--- config.mk ---
export PLATFORM = sky130hd
export DESIGN_NAME = load_store_unit_flat
export DESIGN_NICKNAME = d
export VERILOG_FILES = /design/src/rtl/load_store_unit_if.sv /design/src/rtl/load_store_unit.sv /design/src/flat_wrapper.sv
export SDC_FILE = /design/constraint.sdc
export NUM_CORES = 1
export LEC_CHECK = 0
export ABC_AREA = 1
export CAP_MARGIN = 40
export CORE_UTILIZATION = 50
export DETAILED_ROUTE_END_ITERATION = 16
export GPL_TIMING_DRIVEN = 0
export PLACE_DENSITY = 0.88
export SLEW_MARGIN = 20
export SYNTH_ARGS = -nofsm -noshare
export SYNTH_HDL_FRONTEND = slang
export SYNTH_SLANG_ARGS = --single-unit
--- constraint.sdc ---
create_clock -name clk -period 3.36 [get_ports clk]
set_input_delay 0.504 -clock clk [delete_from_list [all_inputs] [get_ports clk]]
set_output_delay 0.504 -clock clk [all_outputs]
set_load 0.01 [all_outputs]
--- src/rtl/load_store_unit_if.sv ---
// Load/store unit bus: EX/MEM request, MEM/WB response and data memory.
// slave = LSU side, master = pipeline/memory side.
interface load_store_unit_if #(
  parameter int ADDR_W = 32
);
  logic              req_valid;
  logic              req_write;
  logic [1:0]        req_size;
  logic              req_signed;
  logic [ADDR_W-1:0] req_addr;
  logic [31:0]       req_wdata;
  logic              stall;
  logic              rsp_valid;
  logic [31:0]       rsp_rdata;
  logic              misalign;
  logic [ADDR_W-1:0] mem_addr;
  logic [31:0]       mem_wdata;
  logic              mem_read;
  logic              mem_write;
  logic [31:0]       mem_rdata;

  modport slave (
    input  req_valid, req_write, req_size,
    input  req_signed, req_addr, req_wdata,
    input  mem_rdata,
    output stall, rsp_valid, rsp_rdata,
    output misalign, mem_addr, mem_wdata,
    output mem_read, mem_write
  );

  modport master (
    output req_valid, req_write, req_size,
    output req_signed, req_addr, req_wdata,
    output mem_rdata,
    input  stall, rsp_valid, rsp_rdata,
    input  misalign, mem_addr, mem_wdata,
    input  mem_read, mem_write
  );
endinterface

--- src/rtl/load_store_unit.sv ---
// MEM-stage LSU: byte/half/word loads and stores over a word-wide memory.
// Ports: clk, rst_n (async low), bus (load_store_unit_if.slave).
// Option: LSU_MISALIGN_TRAP_EN enables misaligned-access trapping.
module load_store_unit #(
  parameter int ADDR_W = 32
) (
  input logic             clk,
  input logic             rst_n,
  load_store_unit_if.slave bus
);
  typedef enum logic [1:0] {
    IDLE,
    LD_WAIT,
    RMW_MERGE
  } state_t;

  state_t            r_state;
  state_t            w_next;
  logic [ADDR_W-1:0] r_addr;
  logic [1:0]        r_size;
  logic              r_signed;
  logic [15:0]       r_wdata;
  logic              r_rsp_valid;
  logic [31:0]       r_rsp_rdata;
  logic              r_misalign;

  logic              w_mis;
  logic              w_cap;
  logic              w_rd;
  logic              w_wr;
  logic [ADDR_W-1:0] w_maddr;
  logic [31:0]       w_mwdata;
  logic [7:0]        w_byte;
  logic [15:0]       w_half;
  logic [31:0]       w_ld;
  logic [31:0]       w_merge;

`ifdef LSU_MISALIGN_TRAP_EN
  assign w_mis =
    (bus.req_size == 2'b01) ? bus.req_addr[0] :
    bus.req_size[1] ? (|bus.req_addr[1:0]) :
    1'b0;
`else
  assign w_mis = 1'b0;
`endif

  // Lane extract and extend from the captured request.
  always_comb begin
    w_byte = bus.mem_rdata[{r_addr[1:0], 3'b000} +: 8];
    w_half = r_addr[1] ? bus.mem_rdata[31:16]
                       : bus.mem_rdata[15:0];
    w_ld   = bus.mem_rdata;
    unique case (1'b1)
      (r_size == 2'b00):
        w_ld = {{24{r_signed & w_byte[7]}}, w_byte};
      (r_size == 2'b01):
        w_ld = {{16{r_signed & w_half[15]}}, w_half};
      default: w_ld = bus.mem_rdata;
    endcase
  end

  // Replace only the target lane of the old word.
  always_comb begin
    w_merge = bus.mem_rdata;
    if (r_size == 2'b00)
      w_merge[{r_addr[1:0], 3'b000} +: 8] = r_wdata[7:0];
    else
      w_merge[{r_addr[1], 4'b0000} +: 16] = r_wdata;
  end

  always_comb begin
    w_next   = r_state;
    w_cap    = 1'b0;
    w_rd     = 1'b0;
    w_wr     = 1'b0;
    w_maddr  = {bus.req_addr[ADDR_W-1:2], 2'b00};
    w_mwdata = bus.req_wdata;
    unique case (r_state)
      IDLE: begin
        if (bus.req_valid && !w_mis) begin
          w_cap = 1'b1;
          if (bus.req_write && bus.req_size[1]) begin
            w_wr = 1'b1;
          end else begin
            w_rd   = 1'b1;
            w_next = bus.req_write ? RMW_MERGE : LD_WAIT;
          end
        end
      end
      LD_WAIT: begin
        w_maddr = {r_addr[ADDR_W-1:2], 2'b00};
        w_next  = IDLE;
      end
      RMW_MERGE: begin
        w_maddr  = {r_addr[ADDR_W-1:2], 2'b00};
        w_mwdata = w_merge;
        w_wr     = 1'b1;
        w_next   = IDLE;
      end
      default: w_next = IDLE;
    endcase
  end

  always_ff @(posedge clk or negedge rst_n) begin
    if (!rst_n) begin
      r_state     <= IDLE;
      r_addr      <= '0;
      r_size      <= 2'b00;
      r_signed    <= 1'b0;
      r_wdata     <= '0;
      r_rsp_valid <= 1'b0;
      r_rsp_rdata <= '0;
      r_misalign  <= 1'b0;
    end else begin
      r_state     <= w_next;
      r_rsp_valid <= (r_state == LD_WAIT);
      r_misalign  <= (r_state == IDLE) &&
                     bus.req_valid && w_mis;
      if (r_state == LD_WAIT)
        r_rsp_rdata <= w_ld;
      if (w_cap) begin
        r_addr   <= bus.req_addr;
        r_size   <= bus.req_size;
        r_signed <= bus.req_signed;
        r_wdata  <= bus.req_wdata[15:0];
      end
    end
  end

  assign bus.stall     = (r_state != IDLE);
  assign bus.rsp_valid = r_rsp_valid;
  assign bus.rsp_rdata = r_rsp_rdata;
  assign bus.misalign  = r_misalign;
  assign bus.mem_addr  = w_maddr;
  assign bus.mem_wdata = w_mwdata;
  assign bus.mem_read  = w_rd;
  assign bus.mem_write = w_wr;
endmodule

--- src/flat_wrapper.sv ---
// flat-port wrapper written by rule: the top's interface ports become plain ports
module load_store_unit_flat 
#(
  parameter int ADDR_W = 32
)
  (clk, rst_n, bus_req_valid, bus_req_write, bus_req_size, bus_req_signed, bus_req_addr, bus_req_wdata, bus_mem_rdata, bus_stall, bus_rsp_valid, bus_rsp_rdata, bus_misalign, bus_mem_addr, bus_mem_wdata, bus_mem_read, bus_mem_write);
  load_store_unit_if #(.ADDR_W(ADDR_W)) bus_i ();
  input logic clk;
  input logic rst_n;
  input wire logic [$bits(bus_i.req_valid)-1:0] bus_req_valid;
  input wire logic [$bits(bus_i.req_write)-1:0] bus_req_write;
  input wire logic [$bits(bus_i.req_size)-1:0] bus_req_size;
  input wire logic [$bits(bus_i.req_signed)-1:0] bus_req_signed;
  input wire logic [$bits(bus_i.req_addr)-1:0] bus_req_addr;
  input wire logic [$bits(bus_i.req_wdata)-1:0] bus_req_wdata;
  input wire logic [$bits(bus_i.mem_rdata)-1:0] bus_mem_rdata;
  output wire logic [$bits(bus_i.stall)-1:0] bus_stall;
  output wire logic [$bits(bus_i.rsp_valid)-1:0] bus_rsp_valid;
  output wire logic [$bits(bus_i.rsp_rdata)-1:0] bus_rsp_rdata;
  output wire logic [$bits(bus_i.misalign)-1:0] bus_misalign;
  output wire logic [$bits(bus_i.mem_addr)-1:0] bus_mem_addr;
  output wire logic [$bits(bus_i.mem_wdata)-1:0] bus_mem_wdata;
  output wire logic [$bits(bus_i.mem_read)-1:0] bus_mem_read;
  output wire logic [$bits(bus_i.mem_write)-1:0] bus_mem_write;
  assign bus_i.req_valid = bus_req_valid;
  assign bus_i.req_write = bus_req_write;
  assign bus_i.req_size = bus_req_size;
  assign bus_i.req_signed = bus_req_signed;
  assign bus_i.req_addr = bus_req_addr;
  assign bus_i.req_wdata = bus_req_wdata;
  assign bus_i.mem_rdata = bus_mem_rdata;
  assign bus_stall = bus_i.stall;
  assign bus_rsp_valid = bus_i.rsp_valid;
  assign bus_rsp_rdata = bus_i.rsp_rdata;
  assign bus_misalign = bus_i.misalign;
  assign bus_mem_addr = bus_i.mem_addr;
  assign bus_mem_wdata = bus_i.mem_wdata;
  assign bus_mem_read = bus_i.mem_read;
  assign bus_mem_write = bus_i.mem_write;
  load_store_unit #(.ADDR_W(ADDR_W)) u_core (.clk(clk), .rst_n(rst_n), .bus(bus_i));
endmodule
-- Yosys cells after proc, flatten, opt, wreduce, memory -nomap -nowiden
Cells that the tools add are included.
- register bits: 86
- word-level logic and storage cells: 46
- bitwise operators: 2
- muxes and demuxes: 19
- shift-type cells: 5
- equality and inequality tests: 5
- $add $sub $neg: 2
- reduce and logical (&&, ||, !) cells: 6
- operators by type and width (operator ; count):
    32-bit two-way mux ; 3
    32-bit bitwise mux ; 2
    32-bit case mux with 2 select lines ; 1
    16-bit by 7-bit variable shift with 32-bit output, first input constant ; 1
    8-bit by 7-bit variable shift with 32-bit output, first input constant ; 1
    16-bit by 7-bit indexed part select with 32-bit output ; 1
    32-bit by 6-bit indexed part select with 8-bit output ; 1
    8-bit by 7-bit indexed part select with 32-bit output ; 1
    16-bit two-way mux ; 1
    5-bit negation with 7-bit output ; 2
    2-bit two-way mux ; 4
    1-bit two-way mux ; 7
    2-bit by 1-bit equality test with 1-bit output, second input constant ; 2
    2-bit zero test ; 2
    2-bit inequality test, second input constant ; 2
    1-bit AND ; 2
    2-bit equality test, second input constant ; 1
    1-bit case mux with 2 select lines ; 1
    2-bit AND reduction ; 1
    2-bit nonzero test ; 1
    2-bit OR reduction ; 1
    1-bit logical AND ; 1

-- Depth between registers and ports, before layout
Gate-level depths: netlist of run 1.
- depth in word-level cells: 5
- depth in mapped cells: 10
- depth with buffers taken out: 9

-- Worst setup path before layout of run 1
No wires, ideal clock.
- kind: flip-flop to output port
- from: register u_core.r_addr[1]
- to: output port bus_mem_wdata[3]
- required time: 2.856 ns
- buffers on the path: 2
- stages on the path, launching flop included: 10
- arrival time: 1.894 ns
- setup slack: 0.962 ns
- cell sequence: dfrtp_1 -> inv_2 -> clkbuf_1 -> ha_1 -> buf_2 -> inv_1 -> nand4_1 -> o21ai_0 -> nand3_1 -> o21ai_0
- cells in the longest elaborated chain, start to end: 5
- elaborated cells between the ends (all ways): 10
- those cells by class: add/sub: 2; shift: 4; mux: 4
- ends and longest elaborated chain (item ; line ; text):
    start: declaration ; load_store_unit.sv:19 ; logic [ADDR_W-1:0] r_addr;
    start signal: assignment ; load_store_unit.sv:122 ; r_addr <= bus.req_addr;
    5-bit negation with 7-bit output, on equally long branches ; load_store_unit.sv:68, load_store_unit.sv:66 ;
    16-bit by 7-bit indexed part select with 32-bit output, or another cell as far along ; load_store_unit.sv:68 ; w_merge[{r_addr[1], 4'b0000} +: 16] = r_wdata;
    32-bit bitwise mux, on equally long branches ; load_store_unit.sv:68, load_store_unit.sv:66 ;
    32-bit two-way mux (*) ; load_store_unit.sv:65 ; if (r_size == 2'b00)
    32-bit two-way mux (*) ; load_store_unit.sv:78 ; unique case (r_state)
    end: declaration ; flat_wrapper.sv:22 ; output wire logic [$bits(bus_i.mem_wdata)-1:0] bus_mem_wdata;
Mark *: on every way between the ends. The rest lies on a longest branch, timed or not.

-- Worst setup path after layout of run 1
- from: register u_core.r_addr[1]
- to: output port bus_mem_wdata[23]
The elaborated chain is that of the path after synthesis.

==> out/qor.yml, run 1 <==
slew_violations: 0
required_ns: 2.86
hold_violations: 0
rsz0062_at_grt: "yes"
vias_per_cell: 5.61
cts_root_buf: "clkbuf_16"
initial_core_util_pct: 52.4
grt_pass1_vias: 6363
gp_congestion: 0.979
setup_viol: 0
grt_pass1_wl_um: 31800
skew_ns: 0.0124
wl_per_cell_um: 16.7
die-area_um2: 12100
r2r_slack_ns: 1.44
clockPowerShare_pct: 19.3
antenna_found_initial: 0
final_nets: 1183
grtUsageTotal_pct: 34.7
layout.cells.non_filler: 1217
slowest_stage: "clkdlybuf4s50_1"
cts.sinks: 86
fmax_ghz: 0.304
wirelength_um: 20400
period_needed_ns: 3.29
final_cell_mix: "nand2_1 (263), clkdlybuf4s50_1 (184), o21ai_0 (149), dfrtp_1 (86), inv_1 (81)"
crit_arrival_ns: 2.78
internal-power_mw: 3.43
drive_gt1_share_pct: 6.50
slew_headroom_pct: 58.5
cap_viol_max_count: 0
die_h_um: 110
synth_seq_cells: 86
switchingPower_mw: 2.41
area_delta_synth_final_pct: 45.3
die_w_um: 110
placed_cells: 1199
total_power_mw: 5.84
first_pass_iters: 5
period_share_pct: 97.8
ys.warnings.count: 0
drc: 0
postSynthAreaPerCell_um2: 6.79
ir_worst_vdd_v: 0.000436
critPathLaunchType: "flip-flop"
n_antenna_cell: 0
place_hpwl_um: 15300
r2r-start: "u_core.r_state[0]"
path_cells: "inv_4 -> ha_1 -> clkbuf_4 -> inv_1 -> nor2_4 -> nand3_4 -> o21ai_2 -> nand3_1 -> nand2_1 -> clkdlybuf4s50_1"
insertion_delay_ns: 0.35
h-tree-depth: 3
switching_share_pct: 41.3
clkSlewWorstSetupHoldPaths_ns: 0.07
grt_max_degree: 57
status: "completed"
endpoint_kind: "primary output"
vias: 6822
cts_buffers: 9
p_per_area_nw_per_um2: 691
grt_overflow: 0
max_stage_delay_ns: 0.54
power_leakage_nw: 3.96
combinationalPowerShare_pct: 52.1
ant_nets: 0
hp-class: "input port to asynchronous set/reset pin"
pin_count: 204
num_rows: 38
worstMarginPinSlew_ns: 0.622
seq_area_frac_synth_pct: 37.0
critPathKind: "flip-flop to primary output"
p_seq_share_pct: 28.7
synth_cells: 856
final_common_cell: "nand2_1"
reg2reg_to: "u_core.r_addr[0]"
drtIter0Drc: 599
synth_cell_type_count: 28
cts_buffer_depth: 2
port_buffers: 200
reg2reg_depth: 6
core_um2: 11100
cts_tree: "done"
syn-cell-area_um2: 5810
cp_max_fo: 18
-- how the worst max path moves through the flow --
stage / depth (start not counted) / end / startpoint / slack (ns)
5_1_grt: 11 / bus_mem_wdata[22] / u_core.r_addr[0] / -0.06
4_1_cts: 11 / bus_mem_wdata[19] / u_core.r_addr[0] / -0.02
3_3_place_gp: 1 / u_core.r_addr[22] / rst_n / -1.35
2_1_floorplan: 9 / bus_mem_wdata[3] / u_core.r_addr[1] / 0.96
3_5_place_dp: 10 / bus_mem_wdata[2] / u_core.r_addr[1] / -0.21
6_report: 10 / bus_mem_wdata[23] / u_core.r_addr[1] / 0.07
-- routing by layer --
| metal | vias to the layer above | GRT usage [%] | share of wire, % |
|---|---|---|---|
| met1 | 3104 | 45.3 | 40 |
| met4 | 0 | 17.8 | 3.7 |
| met3 | 72 | 7.35 | 11 |
| li1 | 3208 | - | - |
| met5 | - | 0 | 0 |
| met2 | 438 | 54.0 | 45 |
-- flip-flops by register name (all words and copies together), names as in the netlist --
register / cells
u_core.bus.rsp_rdata: 32
u_core.r_addr: 32
u_core.r_wdata: 16
u_core.r_size: 2
u_core.r_state: 2
u_core.bus.rsp_valid: 1
u_core.r_signed: 1
-- power by group through the flow --
| stage | logic (mW) | registers, mW | clock network [mW] |
|---|---|---|---|
| 2_1_floorplan | 1.54 | 1.71 | 0 |
| 3_3_place_gp | 2.89 | 1.67 | 0 |
| 3_5_place_dp | 2.94 | 1.67 | 0 |
| 4_1_cts | 2.97 | 1.66 | 1.13 |
| 5_1_grt | 3.33 | 1.71 | 1.17 |
| 6_report | 3.04 | 1.67 | 1.12 |
-- kinds of logic (layout without fill, tap and decap cells) --
group | count (synthesis) | count (layout) | synth area share [%]
simple gates | 354 | 354 | 24.7
compound gates | 260 | 260 | 25.8
buf+inv | 147 | 366 | 10.7
flops | 86 | 86 | 37.0
fa+ha+maj | 8 | 8 | 1.72
other cells | 1 | 3 | 0.0646
-- area by class of cell --
cell class / instances / area (µm²)
inverters: 86 / 330
repair buffers: 204 / 2080
flip-flops and latches: 86 / 2150
well taps: 140 / 175
clock buffers: 9 / 225
plain buffers: 60 / 300
fillers: 866 / 2640
multi-input cells: 625 / 3070
clock inverters: 7 / 108
-- through the flow --
step	area, µm²	util [%]	setup slack (ns)	setup TNS (ns)	hold WS (ns)
2_1_floorplan	5820	-	0.962	0	0.208
3_3_place_gp	7990	72.2	-1.35	-116.08	0.466
3_5_place_dp	8020	72.4	-0.214	-1.21	0.470
4_1_cts	8360	75.5	-0.0151	-0.0289	0.0928
5_1_grt	8440	76.2	-0.0642	-0.131	0.112
6_report	8440	76.2	0.0735	0	0.0802
-- synthesized netlist by cell type --
library cell / count / area [µm²]
a21oi_1: 57 / 285
a21oi_4: 10 / 163
buf_12: 1 / 20.0
buf_2: 13 / 65.1
buf_4: 7 / 52.6
buf_6: 1 / 11.3
clkbuf_1: 39 / 146
conb_1: 1 / 3.75
dfrtp_1: 86 / 2150
ha_1: 8 / 100
inv_1: 81 / 304
inv_2: 3 / 11.3
inv_4: 2 / 12.5
nand2_1: 265 / 995
nand2_2: 2 / 12.5
nand2_4: 3 / 33.8
nand3_1: 33 / 165
nand3_2: 1 / 10.0
nand4_1: 1 / 6.26
nor2_1: 40 / 150
nor2_2: 1 / 6.26
nor2_8: 1 / 20.0
nor3_1: 7 / 35.0
o211ai_1: 31 / 233
o21ai_0: 156 / 781
o21ai_1: 4 / 20.0
o22a_1: 1 / 8.76
o22ai_1: 1 / 6.26
-- timing repair --
action                                 CTS  global route
hold buffers                             0             0
endpoints found under the hold margin    0             0
pin swaps                                0             2
cloned                                   0             0
resized for setup                        4            29
setup endpoints to repair               32            30
buffers inserted                         1             2
-- worst max-delay path, delay by kind of cell, from the launching register on --
family	cells	cell delay (ns)
AOI/OAI and AO/OA	1	0.13
adders and majority gates	1	0.30
buffers and inverters	4	0.96
DFF	1	0.47
and+or+nand+nor	4	0.55
Note: power is estimated with default switching activity, not from simulation.
==> run 2: changes to the inputs <==
--- a/config.mk
+++ b/config.mk
@@ -7,6 +7,7 @@
 export LEC_CHECK = 0
 export ABC_AREA = 1
 export CAP_MARGIN = 40
+export CORE_MARGIN = 10
 export CORE_UTILIZATION = 50
 export DETAILED_ROUTE_END_ITERATION = 16
 export GPL_TIMING_DRIVEN = 0
==> out/qor.yml, run 2 (synthesis results as in run 1) <==
status: "completed"
core_um2: 11400
h-tree-depth: 3
grtUsageTotal_pct: 27.0
reg2reg_depth: 6
placed_cells: 1202
crit_arrival_ns: 2.75
fmax_ghz: 0.307
cap_viol_max_count: 0
p_seq_share_pct: 28.5
num_rows: 39
worstMarginPinSlew_ns: 0.595
finish.instance_area_um2: 8460
initial_core_util_pct: 50.9
first_pass_iters: 6
grt_pass1_wl_um: 35900
switchingPower_mw: 2.44
switching_share_pct: 41.5
drive_gt1_share_pct: 6.85
clkSlewWorstSetupHoldPaths_ns: 0.07
combinationalPowerShare_pct: 52.5
area_delta_synth_final_pct: 45.6
endpoint_kind: "primary output"
drtIter0Drc: 751
period_share_pct: 96.8
final_cell_mix: "nand2_1 (263), clkdlybuf4s50_1 (182), o21ai_0 (150), dfrtp_1 (86), inv_1 (81)"
layout.cells.non_filler: 1224
setup_viol: 0
die-area_um2: 16300
final_common_cell: "nand2_1"
ir_worst_vdd_v: 0.000492
pin_count: 204
p_per_area_nw_per_um2: 695
cts_buffers: 9
ant_nets: 0
utilization_pct: 74.1
vias_per_cell: 5.48
max_stage_delay_ns: 0.53
skew_ns: 0.00781
wl_per_cell_um: 18.6
die_h_um: 128
rsz0062_at_grt: "yes"
slowest_stage: "clkdlybuf4s50_1"
die_w_um: 128
critPathKind: "flip-flop to primary output"
cts_buffer_depth: 2
cts.sinks: 86
n_antenna_cell: 0
period_needed_ns: 3.25
internal-power_mw: 3.44
gp_congestion: 1.02
setup_tns_ns: 0
hp-class: "input port to asynchronous set/reset pin"
r2r_slack_ns: 1.38
vias: 6702
insertion_delay_ns: 0.35
grt_pass1_vias: 6752
reg2reg_to: "u_core.r_addr[1]"
r2r-start: "u_core.r_state[0]"
antenna_found_initial: 0
cp_max_fo: 9
fin_ws_ns: 0.107
place_area_um2: 8020
drc: 0
port_buffers: 200
grt_overflow: 0
pre_cts_slack_ns: -0.127
wirelength_um: 22800
place_hpwl_um: 17300
hold_violations: 0
cts_root_buf: "clkbuf_16"
slew_violations: 0
clockPowerShare_pct: 19.1
hold_slack_ns: 0.0787
total_power_mw: 5.88
required_ns: 2.86
slew_headroom_pct: 60.3
critPathLaunchType: "flip-flop"
power_leakage_nw: 3.96
cts_tree: "done"
final_nets: 1187
grt_max_degree: 57
path_cells: "buf_6 -> inv_4 -> ha_1 -> clkbuf_4 -> inv_1 -> nor2_4 -> nand2_2 -> nor2_1 -> o211ai_1 -> nand2_1 -> clkdlybuf4s50_1"
==> run 2: cell types whose count changed in the layout (fill, tap and decap cells not counted), sizes merged <==
| cell | change |
|---|---|
| clkinv | -3 |
| clkinvlp | +1 |
| buf | +4 |
| dlygate4sd2 | +3 |
| dlymetal6s2s | -1 |
| clkdlybuf4s50 | -2 |
| inv | +1 |
| clkbuf | +1 |
==> run 2: how the worst max path moves through the flow <==
stage                                start                 to  slack (ns)  cells after the start
final                     u_core.r_addr[0]  bus_mem_wdata[11]        0.11                     11
after CTS                 u_core.r_addr[0]  bus_mem_wdata[19]       -0.03                     11
after detailed placement  u_core.r_addr[1]   bus_mem_wdata[4]       -0.13                     10
after global placement               rst_n  u_core.r_addr[11]       -1.37                      1
after floorplan           u_core.r_addr[1]   bus_mem_wdata[3]        0.96                      9
after global routing      u_core.r_addr[0]  bus_mem_wdata[11]       -0.05                     11
==> run 2: per-layer routing <==
| layer | wire [µm] | part of all wire, % | up-vias | GRT usage (%) |
|---|---|---|---|---|
| li1 | - | - | 3217 | - |
| met1 | 8670 | 38 | 3058 | 32.2 |
| met2 | 10600 | 46 | 379 | 43.1 |
| met3 | 2810 | 12 | 48 | 10.1 |
| met4 | 700 | 3.1 | 0 | 10.8 |
| met5 | 0 | 0 | - | 0 |
==> run 2: area by class of cell <==
cell class | instances | area (µm²)
buffer | 60 | 302
timing repair buffer | 208 | 2100
sequential | 86 | 2150
clock inverter | 6 | 92.6
fill | 911 | 2960
multi-input combinational | 625 | 3070
tap | 143 | 179
inverter | 86 | 330
clock buffer | 10 | 229
==> run 2: critical path, delay by kind of cell, from the launching register on <==
kind,cells,cell delay [ns]
AOI/OAI and AO/OA,1,0.11
adders and majority gates,1,0.28
buffers and inverters,5,1.04
DFF,1,0.41
and+or+nand+nor,4,0.55
==> run 2: power by group through the flow <==
stage                     registers (mW)  clock network [mW]  logic, mW
after floorplan                     1.71                   0       1.54
after global placement              1.66                   0       2.94
after detailed placement            1.67                   0       3.00
after CTS                           1.66                1.13       3.03
after global routing                1.71                1.17       3.38
final                               1.67                1.12       3.08
==> run 2: what timing repair did <==
action | in CTS | in global routing
resized for setup | 9 | 26
pin swaps | 0 | 1
setup buffers | 1 | 6
setup endpoints to repair | 32 | 27
hold buffers | 0 | 0
